### config.mk
export PLATFORM = sky130hd
export DESIGN_NAME = adder_tree_arbiter
export DESIGN_NICKNAME = d
export VERILOG_FILES = /design/src/rtl/adder_tree_arbiter.sv
export SDC_FILE = /design/constraint.sdc
export NUM_CORES = 1
export LEC_CHECK = 0
export CAP_MARGIN = 15
export CORE_AREA = 2 2 163 165
export DETAILED_ROUTE_END_ITERATION = 16
export DIE_AREA = 0 0 165 167
export PLACE_DENSITY_LB_ADDON = 0.3
export SLEW_MARGIN = 15
export SYNTH_ARGS = -nofsm -noshare
export SYNTH_HDL_FRONTEND = slang
export SYNTH_SLANG_ARGS = --single-unit
### constraint.sdc
create_clock -name clk -period 6.6 [get_ports clk]
set_input_delay 1.32 -clock clk [delete_from_list [all_inputs] [get_ports clk]]
set_output_delay 1.32 -clock clk [all_outputs]
set_load 0.02 [all_outputs]
### src/rtl/adder_tree_arbiter.sv
// Two-requester arbiter feeding one shared 8-input adder tree, with a LATENCY-stage response pipeline.
// Latency: an accept at edge T shows rsp_valid after edge T+LATENCY-1; one transaction per cycle when not stalled.
// Backpressure: rsp_valid && !rsp_ready freezes every stage and forces gnt to 0. Define ADDER_ARB_FIXED_PRIO_EN for fixed priority.
module adder_tree_arbiter #(
  parameter int WIDTH   = 24,
  parameter int LATENCY = 2
) (
  input  logic               clk,
  input  logic               rst,
  input  logic [1:0]         req,
  input  logic [8*WIDTH-1:0] ops0,
  input  logic [8*WIDTH-1:0] ops1,
  output logic [1:0]         gnt,
  output logic               rsp_valid,
  input  logic               rsp_ready,
  output logic               rsp_id,
  output logic [WIDTH+2:0]   rsp_sum
);

  logic [LATENCY-1:0] vld_q, vld_d;
  logic               id_q  [LATENCY];
  logic               id_d  [LATENCY];
  logic [WIDTH+2:0]   sum_q [LATENCY];
  logic [WIDTH+2:0]   sum_d [LATENCY];

  logic               stall;
  logic [8*WIDTH-1:0] ops_sel;
  logic [WIDTH:0]     lvl1 [4];
  logic [WIDTH+1:0]   lvl2 [2];
  logic [WIDTH+2:0]   lvl3;

  // Outputs are gated with rst so a reset cycle never exposes a stale response.
  assign rsp_valid = vld_q[LATENCY-1] & ~rst;
  assign rsp_id    = rsp_valid & id_q[LATENCY-1];
  assign rsp_sum   = rsp_valid ? sum_q[LATENCY-1] : '0;
  assign stall     = rsp_valid & ~rsp_ready;

`ifdef ADDER_ARB_FIXED_PRIO_EN
  // Fixed priority: requester 0 always wins a conflict.
  always_comb begin
    gnt = 2'b00;
    if (!rst && !stall) begin
      if (req[0])      gnt = 2'b01;
      else if (req[1]) gnt = 2'b10;
    end
  end
`else
  logic ptr_q, ptr_d;

  // Round-robin grant: the pointer only matters when both requesters ask.
  always_comb begin
    gnt = 2'b00;
    if (!rst && !stall) begin
      if (req == 2'b11) gnt = ptr_q ? 2'b10 : 2'b01;
      else              gnt = req;
    end
  end

  // Pointer moves to the other requester after any grant, otherwise holds.
  always_comb begin
    ptr_d = ptr_q;
    if (gnt[0])      ptr_d = 1'b1;
    else if (gnt[1]) ptr_d = 1'b0;
  end

  // Pointer register, reset to requester 0.
  always_ff @(posedge clk) begin
    if (rst) ptr_q <= 1'b0;
    else     ptr_q <= ptr_d;
  end
`endif

  // Shared adder tree on the granted requester's operands; each level widens by one bit.
  always_comb begin
    ops_sel = gnt[1] ? ops1 : ops0;
    for (int j = 0; j < 4; j++) begin
      lvl1[j] = {1'b0, ops_sel[(2*j)*WIDTH +: WIDTH]} + {1'b0, ops_sel[(2*j+1)*WIDTH +: WIDTH]};
    end
    for (int j = 0; j < 2; j++) begin
      lvl2[j] = {1'b0, lvl1[2*j]} + {1'b0, lvl1[2*j+1]};
    end
    lvl3 = {1'b0, lvl2[0]} + {1'b0, lvl2[1]};
  end

  // Pipeline next state: whole pipe holds on stall, otherwise shifts by one stage.
  always_comb begin
    vld_d = vld_q;
    for (int i = 0; i < LATENCY; i++) begin
      id_d[i]  = id_q[i];
      sum_d[i] = sum_q[i];
    end
    if (!stall) begin
      vld_d[0] = |gnt;
      id_d[0]  = gnt[1];
      sum_d[0] = (|gnt) ? lvl3 : '0;
      for (int i = 1; i < LATENCY; i++) begin
        vld_d[i] = vld_q[i-1];
        id_d[i]  = id_q[i-1];
        sum_d[i] = sum_q[i-1];
      end
    end
  end

  // Pipeline registers; reset discards everything in flight.
  always_ff @(posedge clk) begin
    if (rst) begin
      vld_q <= '0;
      for (int i = 0; i < LATENCY; i++) begin
        id_q[i]  <= 1'b0;
        sum_q[i] <= '0;
      end
    end else begin
      vld_q <= vld_d;
      for (int i = 0; i < LATENCY; i++) begin
        id_q[i]  <= id_d[i];
        sum_q[i] <= sum_d[i];
      end
    end
  end

endmodule

==> flow_summary_export.csv <==
group,metric,value,unit
clocking,cts_made_buffers,9,
synthesis,ys_types,47,
floorplanning,die_w,165,µm
worst_setup_path,start_kind,"input port",
grt,globalRouteOverflowTotal,0,
outcome,outcome,"finished, final reports clean",
clocking,clock_sinks,59,
timing,period_needed,6.382,ns
timing,setup_viol,0,
detailed_routing,dr.max_layer_used,"met5",
grt,grt_usage,23.12,%
worst_setup_path,path_class,"in2reg",
final_layout,layout_commonest_cell,"clkdlybuf4s50_1",
final_layout,nNetsFinal,1942,
floorplanning,ios,420,
final_layout,final_util,57.89,%
job,maxCapViolations,0,
detailed_routing,vias,8261,
final_layout,mostFrequentLayoutCells,"clkdlybuf4s50_1, fa_1, mux2_2",
placement,place_congestion,0.9378,
final_layout,drive_above_1_share,22.48,%
synthesis,ys_seq_area_share,13.46,%
clocking,cts.htree.levels,3,
placement,placed_area,13890,µm²
final_layout,syn_to_final_growth,70.03,%
clocking,clock_latency,0.31,ns
clocking,path_clk_slew,0.05,ns
clocking,cts_max_path_buffers,2,
worst_setup_path,critPathMostFrequentCell,"fa_1",
timing,final_hold_viol_count,0,
timing,slew_headroom,28.06,%
clocking,cts-root-buf,"clkbuf_16",
worst_setup_path,crit_path_top_delay_cell,"fa_1",
synthesis,synth-edff-count,0,
detailed_routing,met2_length,17280,µm
synthesis,synthCells,878,
detailed_routing,drcViolationCount,0,
worst_setup_path,path_max_fanout,6,
hold_path,hold_class,"reg2reg",
floorplanning,start_util,34.05,%
detailed_routing,drtPass1Iterations,4,
synthesis,avgSynthCellArea,9.991,µm²
final_layout,final_area,14920,µm²
power,power_density,514.2,nW/µm²
power,static-leakage-power,6.079,nW
timing,fin_setup_tns,0,ns
grt,antenna_found_initial,6,
placement,hpwl,27070,µm
detailed_routing,vias_per_cell,4.786,
grt,grt_pass1_wl,48460,µm
worst_setup_path,endpoint_kind,"flop",
synthesis,syn_nets,1437,
timing,hold_ws,0.4471,ns
floorplanning,rows,59,
worst_setup_path,crit_required,6.80,ns
worst_setup_path,path_cells,"clkbuf_2 > nor2b_2 > and2b_1 > nor2_2 > and3_4 > buf_6 > buf_12 > buf_12 > mux2_4 > fa_1 > fa_1 > fa_1 > inv_2 > fa_1 > inv_2 > ha_4 > and4_4 > and3_4 > or3b_4 > a21oi_4 > a41oi_2 > xor2_1 > o21ai_1",
worst_setup_path,critical_path_arrival,6.58,ns
grt,grt_pass1_vias,9333,
timing,finalCritPeriodShare,96.69,%
detailed_routing,drt_wl_total,32040,µm
worst_setup_path,critPathMaxStageDelay,0.53,ns
synthesis,syn-cell-area,8772,µm²
synthesis,yosys_warnings,0,
timing,slew_violations,0,
detailed_routing,route.detailed.wl_per_inst,18.57,µm
final_layout,n_fill_cell,2254,
grt,grt_max_degree,31,
power,max-vdd-ir-drop,0.0003933,V
synthesis,ys_seq_elements,59,
timing,skew,0.005097,ns
floorplanning,core_area,25760,µm²
placement,io_buffer_count,419,
synthesis,synthFlopType,"dfxtp_1",
detailed_routing,drtIter0Drc,215,
detailed_routing,wl_met3,1996,µm
floorplanning,dieArea,27560,µm²
timing,worst_slew_pin_slew,1.074,ns
floorplanning,die_y,167,µm
timing,max_freq,156.7,MHz
clocking,cts_tree,"yes",
clocking,postCtsHoldBufs,0,
timing,grt_setup_unrepaired,"false",
detailed_routing,met1_length,11990,µm
power,total_power,7.669,mW
detailed_routing,detail-route-antenna-nets,0,
synthesis,async_reset_ff_share,0,%
-- state kept, by name, summed over array words and instances, names as in the netlist --
register  cells
id_q          2
ptr_q         1
sum_q        54
vld_q         2
-- cell families (layout without fill, tap and decap cells) --
kind of cell | count (synthesis) | count (layout) | synth area share (%)
DFF | 59 | 59 | 13.46
buffers and inverters | 138 | 648 | 6.290
other | 0 | 3 | 0
AOI/OAI and AO/OA | 124 | 124 | 8.515
muxes | 192 | 192 | 23.99
adders and majority gates | 170 | 170 | 36.49
and+or+nand+nor | 176 | 176 | 9.357
xor gates and xnor gates | 19 | 19 | 1.897
-- power breakdown --
part / internal (mW) / leakage [nW] / total (mW) / switching, mW
Clock: 0.377 / 0.170 / 0.531 / 0.154
Combinational: 3.39 / 5.42 / 6.61 / 3.22
Sequential: 0.471 / 0.486 / 0.525 / 0.0540
Total: 4.24 / 6.08 / 7.67 / 3.43
-- synth_stat cells (all sizes together), types with 5 or more instances --
library cell | count | area, µm²
clkbuf | 19 | 71.32
nand2 | 95 | 356.6
fa | 143 | 2863
dfxtp | 59 | 1181
o21ai | 35 | 175.2
inv | 93 | 349.1
a22o | 5 | 43.79
a21o | 11 | 82.58
ha | 27 | 337.8
xor2 | 12 | 105.1
mux2i | 46 | 460.4
nor2 | 16 | 60.06
nand3 | 12 | 60.06
xnor2 | 7 | 61.31
a21oi | 49 | 256.5
buf | 26 | 131.4
mux2 | 146 | 1644
nand2b | 6 | 37.54
and2 | 31 | 193.9
-- layer usage --
| metal | GRT usage (%) | vias up |
|---|---|---|
| met5 | 0 | - |
| met4 | 5.860 | 6 |
| met3 | 4.209 | 40 |
| met2 | 45.65 | 302 |
| met1 | 24.69 | 3980 |
| li1 | - | 3933 |
-- path summary, 6_finish.rpt --
path / slack, ns / from / end / depth (start not counted)
max: 0.22 / rst / sum_q[0][21]$_SDFFE_PP0N_ / 23
min: 0.45 / sum_q[0][48]$_SDFFE_PP0N_ / sum_q[0][48]$_SDFFE_PP0N_ / 2
max reg2reg: 0.89 / vld_q[1]$_SDFFE_PP0N_ / sum_q[0][21]$_SDFFE_PP0N_ / 22
min reg2reg: 0.45 / sum_q[0][48]$_SDFFE_PP0N_ / sum_q[0][48]$_SDFFE_PP0N_ / 2
-- what timing repair did --
item	4_1_cts	5_1_grt
resized for setup	38	36
setup endpoints to repair	18	17
pin swaps	29	31
cloned	4	3
buffers inserted	23	4
-- worst max-delay path, delay by kind of cell --
family | cells | cell delay [ns]
fa+ha+maj | 5 | 2.34
simple gates | 7 | 1.37
buf+inv | 6 | 0.59
compound gates | 3 | 0.46
mux | 1 | 0.31
xor+xnor | 1 | 0.16
-- area by class of cell --
type | count | area (µm²) | share of cell area [%]
Antenna cell | 3 | 7.507 | 0.05033
Clock buffer | 11 | 242.7 | 1.627
Clock inverter | 5 | 100.1 | 0.6711
Inverter | 93 | 349.1 | 2.340
Multi-Input combinational cell | 681 | 7233 | 48.49
Sequential cell | 59 | 1181 | 7.919
Tap cell | 335 | 419.2 | 2.810
Timing Repair Buffer | 539 | 5383 | 36.09
-- metrics by stage --
step	instances	setup slack (ns)
floorplan	878	-0.008832
global placement	1673	-0.6939
detailed placement	1673	-0.7776
CTS	1716	0.001965
global route	1726	0.01954
finish	1726	0.2183
(Power assumes the default switching activity.)
